[config.mk]
export PLATFORM = sky130hd
export DESIGN_NAME = chacha_xor_stream_flat
export DESIGN_NICKNAME = d
export VERILOG_FILES = /design/src/rtl/chacha_xor_stream_if.sv /design/src/rtl/chacha_xor_stream.sv /design/src/flat_wrapper.sv
export SDC_FILE = /design/constraint.sdc
export NUM_CORES = 1
export LEC_CHECK = 0
export ABC_AREA = 1
export ABC_CLOCK_PERIOD_IN_PS = 2250
export BUFFER_PORTS_ARGS = -buffer_cell sky130_fd_sc_hd__buf_2
export CELL_PAD_IN_SITES_DETAIL_PLACEMENT = 2
export CELL_PAD_IN_SITES_GLOBAL_PLACEMENT = 2
export CORE_MARGIN = 2
export CORE_UTILIZATION = 38
export CTS_BUF_LIST = sky130_fd_sc_hd__clkbuf_2 sky130_fd_sc_hd__clkbuf_4 sky130_fd_sc_hd__clkbuf_8
export DETAILED_ROUTE_END_ITERATION = 10
export PLACE_DENSITY = 0.78
export REMOVE_ABC_BUFFERS = 1
export SLEW_MARGIN = 10
export SYNTH_ARGS = -nofsm -noshare
export SYNTH_HDL_FRONTEND = slang
export SYNTH_SLANG_ARGS = --single-unit
[constraint.sdc]
create_clock -name clk_i -period 2.25 [get_ports clk_i]
set_clock_uncertainty 0.2 [all_clocks]
set_input_delay 0.3375 -clock clk_i [delete_from_list [all_inputs] [get_ports clk_i]]
set_output_delay 0.3375 -clock clk_i [all_outputs]
set_load 0.005 [all_outputs]
[src/rtl/chacha_xor_stream_if.sv]
// Byte-stream interface for the ChaCha XOR stage: plaintext/ciphertext in, result out.
// Valid/ready: a byte moves on a rising edge where valid && ready; the sender holds data stable until then.
interface chacha_xor_stream_if;
  logic [7:0] in_data_i;
  logic       in_valid_i;
  logic       in_last_i;
  logic       in_ready_o;
  logic [7:0] out_data_o;
  logic       out_valid_o;
  logic       out_last_o;
  logic       out_ready_i;

  modport slave (
    input  in_data_i, in_valid_i, in_last_i, out_ready_i,
    output in_ready_o, out_data_o, out_valid_o, out_last_o
  );

  modport master (
    output in_data_i, in_valid_i, in_last_i, out_ready_i,
    input  in_ready_o, out_data_o, out_valid_o, out_last_o
  );
endinterface

[src/rtl/chacha_xor_stream.sv]
// Byte-serial XOR stage: fetches 64-byte keystream blocks from the ChaCha generator
// with an incrementing block counter and XORs them with the input byte stream.
module chacha_xor_stream (
  input  logic                      clk_i,
  input  logic                      rst_i,
  input  logic                      msg_start_i,
  input  logic [31:0]               counter_i,
  chacha_xor_stream_if.slave        strm,
  output logic                      blk_start_o,
  output logic [31:0]               blk_counter_o,
  input  logic                      blk_ready_i,
  input  logic [7:0]                ks_byte_i,
  input  logic                      ks_valid_i,
  output logic                      busy_o,
  output logic                      ovf_o,
  output logic [2:0]                state_o
);

  typedef enum logic [2:0] {
    S_IDLE  = 3'd0,
    S_REQ   = 3'd1,
    S_FILL  = 3'd2,
    S_XOR   = 3'd3,
    S_DRAIN = 3'd4
  } state_t;

  state_t      state_q, state_d;
  logic [7:0]  buf_q [64];
  logic [5:0]  wr_ptr_q, wr_ptr_d;
  logic [5:0]  rd_ptr_q, rd_ptr_d;
  logic [31:0] cnt_q, cnt_d;
  logic        ovf_q, ovf_d;
  logic [7:0]  out_data_q, out_data_d;
  logic        out_valid_q, out_valid_d;
  logic        out_last_q, out_last_d;
  logic        in_ready;
  logic        accept;
  logic        take;
  logic        buf_we;

  assign accept = in_ready && strm.in_valid_i;
  assign take   = out_valid_q && strm.out_ready_i;

  // State register
  always_ff @(posedge clk_i) begin
    if (!rst_i) begin
      state_q     <= S_IDLE;
      wr_ptr_q    <= '0;
      rd_ptr_q    <= '0;
      cnt_q       <= '0;
      ovf_q       <= 1'b0;
      out_data_q  <= '0;
      out_valid_q <= 1'b0;
      out_last_q  <= 1'b0;
    end else begin
      state_q     <= state_d;
      wr_ptr_q    <= wr_ptr_d;
      rd_ptr_q    <= rd_ptr_d;
      cnt_q       <= cnt_d;
      ovf_q       <= ovf_d;
      out_data_q  <= out_data_d;
      out_valid_q <= out_valid_d;
      out_last_q  <= out_last_d;
    end
  end

  // Keystream buffer holds no control state, so it is left out of reset.
  always_ff @(posedge clk_i) begin
    if (buf_we) begin
      buf_q[wr_ptr_q] <= ks_byte_i;
    end
  end

  // Next-state logic
  always_comb begin
    state_d = state_q;
    unique case (state_q)
      S_IDLE:  if (msg_start_i) state_d = S_REQ;
      S_REQ:   if (blk_ready_i) state_d = S_FILL;
      S_FILL:  if (ks_valid_i && wr_ptr_q == 6'd63) state_d = S_XOR;
      S_XOR: begin
        if (accept) begin
          if (strm.in_last_i)          state_d = S_DRAIN;
          else if (rd_ptr_q == 6'd63)  state_d = S_REQ;
        end
      end
      S_DRAIN: if (take) state_d = S_IDLE;
      default: state_d = S_IDLE;
    endcase
  end

  // Datapath: pointers, block counter, output register
  always_comb begin
    wr_ptr_d    = wr_ptr_q;
    rd_ptr_d    = rd_ptr_q;
    cnt_d       = cnt_q;
    ovf_d       = ovf_q;
    buf_we      = 1'b0;
    out_data_d  = out_data_q;
    out_valid_d = out_valid_q;
    out_last_d  = out_last_q;

    if (state_q == S_IDLE && msg_start_i) begin
      cnt_d = counter_i;
      ovf_d = 1'b0;
    end
    if (state_q == S_REQ) begin
      wr_ptr_d = '0;
    end
    if (state_q == S_FILL && ks_valid_i) begin
      buf_we   = 1'b1;
      wr_ptr_d = wr_ptr_q + 6'd1;
      if (wr_ptr_q == 6'd63) rd_ptr_d = '0;
    end

    // Accept wins over take: a simultaneous take and accept keeps valid high with new data.
    if (accept) begin
      out_valid_d = 1'b1;
      out_data_d  = strm.in_data_i ^ buf_q[rd_ptr_q];
      out_last_d  = strm.in_last_i;
      rd_ptr_d    = rd_ptr_q + 6'd1;
      if (!strm.in_last_i && rd_ptr_q == 6'd63) begin
        cnt_d = cnt_q + 32'd1;
        if (cnt_q == 32'hFFFF_FFFF) ovf_d = 1'b1;
      end
    end else if (take) begin
      out_valid_d = 1'b0;
      out_last_d  = 1'b0;
    end
  end

  // Output logic
  always_comb begin
    in_ready    = (state_q == S_XOR) && (!out_valid_q || strm.out_ready_i);
    blk_start_o = (state_q == S_REQ) && blk_ready_i;
    busy_o      = (state_q != S_IDLE);
  end

  assign strm.in_ready_o  = in_ready;
  assign strm.out_data_o  = out_data_q;
  assign strm.out_valid_o = out_valid_q;
  assign strm.out_last_o  = out_last_q;
  assign blk_counter_o    = cnt_q;
  assign ovf_o            = ovf_q;
  assign state_o          = state_q;

endmodule

[src/flat_wrapper.sv]
// flat-port wrapper written by rule: the top's interface ports become plain ports
module chacha_xor_stream_flat 
  (clk_i, rst_i, msg_start_i, counter_i, blk_start_o, blk_counter_o, blk_ready_i, ks_byte_i, ks_valid_i, busy_o, ovf_o, state_o, strm_in_data_i, strm_in_valid_i, strm_in_last_i, strm_out_ready_i, strm_in_ready_o, strm_out_data_o, strm_out_valid_o, strm_out_last_o);
  chacha_xor_stream_if strm_i ();
  input  logic clk_i;
  input  logic rst_i;
  input  logic msg_start_i;
  input  logic [31:0] counter_i;
  output logic blk_start_o;
  output logic [31:0] blk_counter_o;
  input  logic blk_ready_i;
  input  logic [7:0] ks_byte_i;
  input  logic ks_valid_i;
  output logic busy_o;
  output logic ovf_o;
  output logic [2:0] state_o;
  input wire logic [$bits(strm_i.in_data_i)-1:0] strm_in_data_i;
  input wire logic [$bits(strm_i.in_valid_i)-1:0] strm_in_valid_i;
  input wire logic [$bits(strm_i.in_last_i)-1:0] strm_in_last_i;
  input wire logic [$bits(strm_i.out_ready_i)-1:0] strm_out_ready_i;
  output wire logic [$bits(strm_i.in_ready_o)-1:0] strm_in_ready_o;
  output wire logic [$bits(strm_i.out_data_o)-1:0] strm_out_data_o;
  output wire logic [$bits(strm_i.out_valid_o)-1:0] strm_out_valid_o;
  output wire logic [$bits(strm_i.out_last_o)-1:0] strm_out_last_o;
  assign strm_i.in_data_i = strm_in_data_i;
  assign strm_i.in_valid_i = strm_in_valid_i;
  assign strm_i.in_last_i = strm_in_last_i;
  assign strm_i.out_ready_i = strm_out_ready_i;
  assign strm_in_ready_o = strm_i.in_ready_o;
  assign strm_out_data_o = strm_i.out_data_o;
  assign strm_out_valid_o = strm_i.out_valid_o;
  assign strm_out_last_o = strm_i.out_last_o;
  chacha_xor_stream u_core (.clk_i(clk_i), .rst_i(rst_i), .msg_start_i(msg_start_i), .counter_i(counter_i), .strm(strm_i), .blk_start_o(blk_start_o), .blk_counter_o(blk_counter_o), .blk_ready_i(blk_ready_i), .ks_byte_i(ks_byte_i), .ks_valid_i(ks_valid_i), .busy_o(busy_o), .ovf_o(ovf_o), .state_o(state_o));
endmodule
# Yosys cells after proc, flatten, opt, wreduce, memory -nomap -nowiden
# Memory sizes are Yosys's and may differ from the RTL's. A register that Yosys moved wholly into a read port is not among the register bits.
# Index checks and enable logic that the tools add are counted.
# word_totals
reg_bits	58
memories	1
out_inout_bits	49
mem_bits_rw	512
word_cells	73
in_bits	56
# mem_list
name	words	word_bits	rd	rd_clocked_by_memory_dff	write_ports	line	text
u_core.buf_q	64	8	1	1	1	chacha_xor_stream.sv:28	logic [7:0] buf_q [64];
# op_classes
n_reduce_logical	19
n_mux	28
eq_ne	13
n_addsub	3
n_bitwise	1
# op_table
operator	count
$mux 32	3
$mux 6	7
$add 32x1->32 const B	1
$eq 32x32->1 const B	1
$mux 3	7
$pmux 3 s5	1
$add 6x1->6 const B	2
$eq 6x6->1 const B	2
$mux 1	10
$logic_and 1x1->1	8
$reduce_bool 2->1	4
$xor 8x8->8	1
$eq 3x2->1 const B	2
$ne 2x1->1 const B	3
$reduce_and 6->1	1
$ne 2x2->1 const B	2
$eq 3x1->1 const B	1
$eq 3x3->1 const B	1
$logic_not 3->1	1
$ne 3x2->1 const B	1
$reduce_bool 3->1	1
$logic_not 1->1	2
$reduce_and 2->1	1
$logic_or 1x1->1	1

# Longest topological paths before layout
# Gate-level depths: netlist of the first run.
# logic_depth
depth_word	8
ltp_mapped	16
ltp_nobuf	13

# Least setup slack after synthesis of the first run
# Ideal clock, no wire load.
# synth_timing
path_type	flip-flop to flip-flop
start	reg u_core.state_q[0], in the netlist u_core.state_o[0]
end	mem u_core.buf_q[17][0], enable pin
required_time_ns	1.680
arrival_ns	1.705
period_less_slack_ns	2.276
stages_incl_launch_ff	8
setup_slack_ns	-0.026
n_path_buf	0
cell_sequence	dfxtp_1 -> nor2_1 -> nand2_1 -> nor2_2 -> inv_1 -> nor2_1 -> nand2_1 -> nor2_1
# synth_between
elab_chain_len	5
# synth_rtl
element	line	text
from (decl)	chacha_xor_stream.sv:27	state_t state_q, state_d;
from (signal assigned)	chacha_xor_stream.sv:56	state_q <= state_d;
$eq 3x2->1	chacha_xor_stream.sv:110	if (state_q == S_FILL && ks_valid_i) begin
$logic_and 1x1->1	chacha_xor_stream.sv:110	
$mux 1	chacha_xor_stream.sv:110	
$mux 1	chacha_xor_stream.sv:69	if (buf_we) begin
$mux 1 (not written as such)	chacha_xor_stream.sv:70	buf_q[wr_ptr_q] <= ks_byte_i;
to (decl)	chacha_xor_stream.sv:28	
# No other way between the ends.

==> impl_results.md, run 1 <==
- Final Cell Area: roughly 32000 um2
- Initial core utilization: a little under two fifths
- Non-filler cells, final: 3661
- Worst-margin pin slew: 1.01 ns
- Core Area: roughly 64000 um2
- Startpoint types: register
- RSZ-0062 raised after global routing: true
- Cell count after placement: 3343
- Hold Crit Class: input port to register
- Worst Slack Setup Final: -0.313 ns
- Max Cap Violations: 0
- Logic gate share of total power: approximately 16%
- Post-synth ARST share: 0%
- Total grt overflow: 0
- DRT antenna net count: 0
- Fin crit period: 2.56 ns
- Total number of vias: 22.7k
- Hold Path Sink: u_core.buf_q[9][2]
- M1 WL: 46.9 mm
- Top FF cell, synth: edfxtp_1
- Largest stage delay on the critical path: about 0.4 ns
- Die height: 259 um
- Synth Area per Inst: approximately 10 um2
- Clock buffer count from CTS: slightly above 100
- WL met2: 62.8 mm
- First-pass GRT wire length: 159 mm
- Failing checks: setup timing
- Max layer used: met5
- Die Area: between 60000 and 70000 um2
- DR WL/cell: roughly 35 um
- H-tree lvl count: 3
- Part of the Yosys area used for sequential elements: approximately two thirds
- Post-layout util: 50.3%
- Worst Hold Depth: 2
- Netlist cell types: 44
- Worst Path Arrival: between 3 and 4 ns
- Cell internal pwr: approximately 0.018 W
- VDD IR-drop max: roughly 470 uV
- Slew headroom: between 30% and 40%
- Hold Fails Final Rpt: 0
- Pre-CTS setup slack: -0.196 ns
- Reg clk slew, reported paths: about 0.08 ns
- Crit end category: register
- Power Dens Cells: between 800 and 900 nW/um2
- CTS max path bufs: 3
- Flop pwr share: between 40% and 50%
- Vias in the first global route: 23.6k
- Synthesized flop and latch total: approximately 580
- WS Path Type: register to register
- Crit-path slowest cell: dfxtp_4
- GPL Wtd Cong: approximately 0.83
- Die width: approximately 260 um
- Detailed Routing Iterations Pass 1: 6
- Most frequent cells in the layout: 725 x nand2_1, 512 x edfxtp_1, 339 x nand3_1
- Final setup fails: 400
- DRC Markers: 0
- Post-Syn Area: 24600 um2
- R2R depth: 16
- Reg2Reg Setup Slack: -0.31 ns
- Met3 routed wirelength: about 10 mm
- WL final: 129 mm
- FF-to-FF End: u_core.strm.out_data_o[3]
- Initial antenna violation count: 6
- DRT iter0 DRCs: approximately 2.7k
- GRT Util Overall: between 30% and 40%
- Fmax: ~400 MHz
- Status: finished with violations
- Largest net degree at the start of global routing: 65
- Io pins: around 110
- Vias per std cell: around 6.2
- Max Slew Vio Count: 0
- Crit-path cells: buf_12 > inv_8 > buf_4 > clkbuf_16 > nand2_1 > nand3_1 > nand3_1 > nand2_1 > nand2_1 > nand3_2 > nand3_4 > nand2_2 > nand2_1 > nand3_1 > nand2_1 > inv_1
- Clock net sink count: 576
- Clock Latency Late Sink: 0.80 ns
- Post-DP HPWL: about 57 mm
- Post-Synthesis Cells: approximately 2.4k
- Rows: 93
- Clock Power Share: a little under 40%
- Hold_sp: ks_byte_i[2]
- Number of flops mapped to enable cells by yosys: 512
- Most common cell after layout, fill and taps aside: nand2_1
- Nets: 2773
- Worst path most repeated cell: nand2_1
- Port Buf Inserts: ~100
- Leakage: between 10 and 15 nW
- CTS tree: yes
- Switching Fraction: ~32%
- CP Max Fanout: 10
- Sw Pwr: approximately 0.0086 W
- Clock Tree Root: clkbuf_8
- Ys Warns: 0
- Layout cells sized above 1: roughly 27%
- Placed Area: ~27000 um2
- Period utilization: 114%
- Worst endpoint required time: between 2 and 3 ns
- P&R area growth vs syn: 31.1%
==> logic make-up (layout without fill, tap and decap cells) <==
logic type | Yosys count | in the layout | share of synthesized area [%]
and+or+nand+nor | 1413 | 1413 | 24.8
DFF | 576 | 576 | 67.6
buffers and inverters | 221 | 671 | 4.11
AOI/OAI and AO/OA | 124 | 124 | 2.84
xor gates and xnor gates | 13 | 13 | 0.462
adders and majority gates | 3 | 3 | 0.152
other | 0 | 6 | 0
==> power by group through the flow <==
stage	registers, W	clock network [W]	logic [W]
detailed placement	0.0122	0	0.00282
finish	0.0121	0.0106	0.00419
CTS	0.0120	0.00995	0.00326
global placement	0.0122	0	0.00262
global route	0.0121	0.0110	0.00432
floorplan	0.0123	0	0.00135
==> through the flow <==
step                      hold WS, ns  power (W)  setup TNS, ns
after floorplan                 0.236     0.0136         -59.02
after global placement          0.273     0.0148        -0.0655
after detailed placement        0.279     0.0151          -7.50
after CTS                       0.114     0.0252         -0.193
after global routing            0.175     0.0274         -43.42
final                           0.186     0.0269         -25.82
==> metal layers <==
metal	vias up	track usage, %
met2	1545	54.9
met5	-	0
met1	11700	38.4
met4	4	18.4
li1	8891	-
met3	530	5.12
==> area by class of cell <==
cell class	count	area, um2
fillers	6310	31900
flip-flops and latches	576	16700
multi-input cells	1553	8170
repair buffers	385	3940
clock buffers	126	1600
well taps	855	1070
clock inverters	63	397
inverters	93	397
repair inverters	4	41.3
diodes	6	15.0
==> how the worst max path moves through the flow <==
stage | startpoint | end | slack, ns | cells past startpoint
after floorplan | register | u_core.strm.out_data_o[1] | -6.04 | 13
after global placement | register | u_core.strm.out_data_o[3] | -0.05 | 15
after detailed placement | register | u_core.strm.out_data_o[3] | -0.20 | 13
after CTS | register | u_core.strm.out_data_o[6] | -0.03 | 14
after global routing | register | u_core.strm.out_data_o[3] | -0.33 | 16
final | register | u_core.strm.out_data_o[3] | -0.31 | 16
==> worst max-delay path, delay by kind of cell, from the launching register on <==
family | cells | cell delay (ns)
AND/OR/NAND/NOR | 11 | 1.17
buffers and inverters | 5 | 0.67
flip-flops | 1 | 0.41
==> state kept, by name (all words and copies together), names as in the netlist, named ones only <==
signal,cells
u_core.strm.out_last_o,1
u_core.blk_counter_o,32
u_core.state_o,3
u_core.rd_ptr_q,6
u_core.ovf_o,1
u_core.strm.out_valid_o,1
u_core.buf_q,512
u_core.strm.out_data_o,8
u_core.wr_ptr_q,6
==> cell usage after synthesis, types with 2 or more instances <==
master | number | area (um2)
o21a_1 | 8 | 60.1
buf_2 | 49 | 245
buf_1 | 14 | 52.6
clkbuf_1 | 35 | 131
a2111oi_0 | 2 | 17.5
a21oi_2 | 2 | 17.5
nand3_1 | 476 | 2380
nand4_1 | 8 | 50.1
clkinv_1 | 3 | 11.3
inv_2 | 5 | 18.8
a21oi_1 | 42 | 210
a311oi_1 | 2 | 17.5
nand2_1 | 790 | 2970
o21ai_0 | 48 | 240
buf_4 | 29 | 218
nor2_1 | 97 | 364
nor4_1 | 5 | 31.3
xor2_1 | 11 | 96.3
a31oi_1 | 5 | 31.3
xnor2_1 | 2 | 17.5
inv_4 | 2 | 12.5
ha_1 | 3 | 37.5
nor3_4 | 4 | 65.1
a221oi_1 | 5 | 43.8
nand3_2 | 5 | 50.1
o21ai_1 | 5 | 25.0
edfxtp_1 | 512 | 15400
nor3_1 | 13 | 65.1
nor2_4 | 2 | 22.5
nand2_2 | 3 | 18.8
nor2_2 | 4 | 25.0
inv_1 | 83 | 312
dfxtp_1 | 64 | 1280
nand2_4 | 2 | 22.5
==> what timing repair did <==
| action | CTS | global route |
|---|---|---|
| pin swaps | 4 | 58 |
| cloned | 10 | 18 |
| setup endpoints to repair | 333 | 527 |
| hold buffers | 58 | 0 |
| buffers inserted | 12 | 27 |
| endpoints found under the hold margin | 304 | 0 |
| gates resized for setup | 58 | 296 |
Note: power is estimated with default switching activity, not from simulation.
==> run 2, diff against run 1 <==
--- a/config.mk
+++ b/config.mk
@@ -14,7 +14,7 @@
 export CORE_UTILIZATION = 38
 export CTS_BUF_LIST = sky130_fd_sc_hd__clkbuf_2 sky130_fd_sc_hd__clkbuf_4 sky130_fd_sc_hd__clkbuf_8
 export DETAILED_ROUTE_END_ITERATION = 10
-export PLACE_DENSITY = 0.78
+export PLACE_DENSITY_LB_ADDON = 0.1
 export REMOVE_ABC_BUFFERS = 1
 export SLEW_MARGIN = 10
 export SYNTH_ARGS = -nofsm -noshare
==> run 2 against run 1 <==
Compared with the run above: the run still ends with setup timing left; fmax up 12%; sequential power about the same; hold slack worse by 0.088 ns; sequential share of layout area up 1.6 points; critical path depth down 1; die area unchanged; final area down 3.1%; non-clock buffer count down 4; total power down 7.7%; clock-buffer cell count up 13.
==> impl_results.md, run 2 (synthesis results as in run 1) <==
- Status: finished with violations (unchanged)
- Failing checks: setup timing (unchanged)
- Die Area: 66900 um2 (unchanged)
- P&R area growth vs syn: 27.1% (was 31.1%)
- WS Path Type: register to register (unchanged)
- Period utilization: 102% (was 114%)
- CP delay by family, top: simple AND/OR/NAND/NOR gates (unchanged)
- Vias per std cell: 5.46 (was 6.19)
- Worst Path Arrival: 2.68 ns (was 3.04 ns)
- H-tree lvl count: 3 (unchanged)
- Detailed Routing Iterations Pass 1: 5 (was 6)
- DRT iter0 DRCs: 1502 (was 2680)
- Layout cells sized above 1: 23.0% (was 27.4%)
- Port Buf Inserts: 104 (unchanged)
- VDD IR-drop max: 431 uV (was 468 uV)
- Hold Crit Class: input port to register (unchanged)
- Crit end category: register (unchanged)
- Fmax: 437 MHz (was 390 MHz)
- Clock Tree Root: clkbuf_8 (unchanged)
- Most common cell after layout, fill and taps aside: nand2_1 (unchanged)
- Clock Latency Late Sink: 0.70 ns (was 0.80 ns)
- Design Power: 0.0248 W (was 0.0269 W)
- Io pins: 105 (unchanged)
- Hold Fails Final Rpt: 0 (unchanged)
- WL final: 95.0 mm (was 129 mm)
- Total number of vias: 19.8k (was 22.7k)
- Max Slew Vio Count: 0 (unchanged)
- Total grt overflow: 0 (unchanged)
- Fin crit period: 2.29 ns (was 2.56 ns)
- GPL Wtd Cong: 0.820 (was 0.833)
- Startpoint types: register (unchanged)
- Cell count after placement: 3368 (was 3343)
- Clock net sink count: 576 (unchanged)
- Crit-path slowest cell: dfxtp_4 (unchanged)
- CP Buf/Inv Count: 4 (was 5)
- Post-DP HPWL: 56.3 mm (was 57.2 mm)
- Worst-margin pin slew: 0.831 ns (was 1.01 ns)
- CTS tree: yes (unchanged)
- DR WL/cell: 26.1 um (was 35.1 um)
- Leakage: 12.0 nW (was 12.3 nW)
- Crit-path cells: clkbuf_16 > clkinv_16 > buf_16 > nand2_1 > nand3_1 > nand3_1 > nand2_1 > nand2_1 > nand3_1 > nand3_2 > nand2_1 > nand2_1 > nand3_1 > nand2_1 > inv_1 (was buf_12 > inv_8 > buf_4 > clkbuf_16 > nand2_1 > nand3_1 > nand3_1 > nand2_1 > nand2_1 > nand3_2 > nand3_4 > nand2_2 > nand2_1 > nand3_1 > nand2_1 > inv_1)
- First-pass GRT wire length: 137 mm (was 159 mm)
- Rows: 93 (unchanged)
- Worst path most repeated cell: nand2_1 (unchanged)
- CTS max path bufs: 3 (unchanged)
- Largest Register: u_core.buf_q (unchanged)
- Core Area: 64200 um2 (unchanged)
- Power Dens Cells: 792 nW/um2 (was 832 nW/um2)
- Non-filler cells, final: 3633 (was 3661)
- Nets: 2765 (was 2773)
- Largest register FFs: 512 (unchanged)
- GRT Util Overall: 27.4% (was 32.0%)
- Reg clk slew, reported paths: 0.06 ns (was 0.08 ns)
- Vias in the first global route: 21.8k (was 23.6k)
- Most frequent cells in the layout: 765 x nand2_1, 512 x edfxtp_1, 404 x nand3_1 (was 725 x nand2_1, 512 x edfxtp_1, 339 x nand3_1)
- Max Cap Violations: 0 (unchanged)
- CP Max Fanout: 10 (unchanged)
- Largest net degree at the start of global routing: 65 (unchanged)
- Largest stage delay on the critical path: 0.42 ns (was 0.41 ns)
- Die height: 259 um (unchanged)
- Slew headroom: 44.5% (was 32.5%)
- Initial core utilization: 38.4% (unchanged)
- Worst endpoint required time: 2.64 ns (was 2.73 ns)
- Die width: 259 um (unchanged)
- RSZ-0062 raised after global routing: true (unchanged)
- DRT antenna net count: 0 (unchanged)
- Worst Slack Setup Final: -0.0390 ns (was -0.313 ns)
- Clock buffer count from CTS: 98 (was 101)
- Initial antenna violation count: 3 (was 6)
- DRC Markers: 0 (unchanged)
- Post-layout util: 48.7% (was 50.3%)
- Final setup fails: 2 (was 400)
## run 2: changes by cell type in the layout (fill, tap and decap cells not counted), moves of 6 or more
cell      before  now
nand3_1      339  404
nand3_2      117   68
nand2_1      725  765
nand2_2       62   28
clkbuf_4      22   38
nand3_4       25    9
clkinv_1      37   23
clkinv_2      21    7
buf_12        36   27
nand2_4        8    2
nor2_1        78   84
## run 2: power by group
group	internal (W)	total (W)	switching (W)
clock	0.00489	0.00928	0.00439
sequential	0.0118	0.0120	0.000218
combinational	0.00132	0.00349	0.00217
## run 2: path summary, 6_finish.rpt
kind	from	end	slack, ns	cells after the start
min	msg_start_i	u_core.state_o[1]	0.1	5
max reg2reg	register	u_core.strm.out_data_o[6]	-0.04	15
max	register	u_core.strm.out_data_o[6]	-0.04	15
min reg2reg	u_core.ovf_o	u_core.ovf_o	0.28	2
## run 2: final cells by class
cell class | instances | area [um2]
Antenna cell | 1 | 2.50
Clock buffer | 139 | 1680
Clock inverter | 32 | 180
Fill cell | 6563 | 32900
Inverter | 93 | 387
Multi-Input combinational cell | 1553 | 7520
Sequential cell | 576 | 16700
Tap cell | 855 | 1070
Timing Repair Buffer | 381 | 3750
Timing Repair inverter | 3 | 38.8
## run 2: tightest hold or removal path, cell delays in order
cell     delay, ns
buf_2         0.11
o22ai_1       0.23
nor3_2        0.08
nand2_1       0.10
a21oi_1       0.07
## run 2: stage by stage
stage	area, um2	hold slack (ns)	setup WS [ns]	TNS [ns]
after global placement	27400	0.270	-0.135	-0.179
after global routing	31300	0.104	-0.138	-0.687
after floorplan	24000	0.236	-6.04	-59.02
after CTS	30300	0.0136	-0.00420	-0.00420
final	31300	0.0979	-0.0390	-0.0630
after detailed placement	27400	0.274	-0.124	-2.20
## run 2: metal layers
metal,share of wire [%],global-route usage [%],vias to the layer above
met4,2.8,9.96,0
met1,43,35.6,10300
met5,0,0,-
met3,4.2,4.10,163
li1,-,-,8857
met2,50,46.6,493
## run 2: repair_timing
| item | CTS | global route |
|---|---|---|
| gates resized for setup | 46 | 157 |
| hold buffers | 56 | 0 |
| setup endpoints to repair | 299 | 504 |
| hold endpoints to repair | 479 | 0 |
| pin swaps | 1 | 23 |
| cloned | 8 | 15 |
| setup buffers | 5 | 10 |
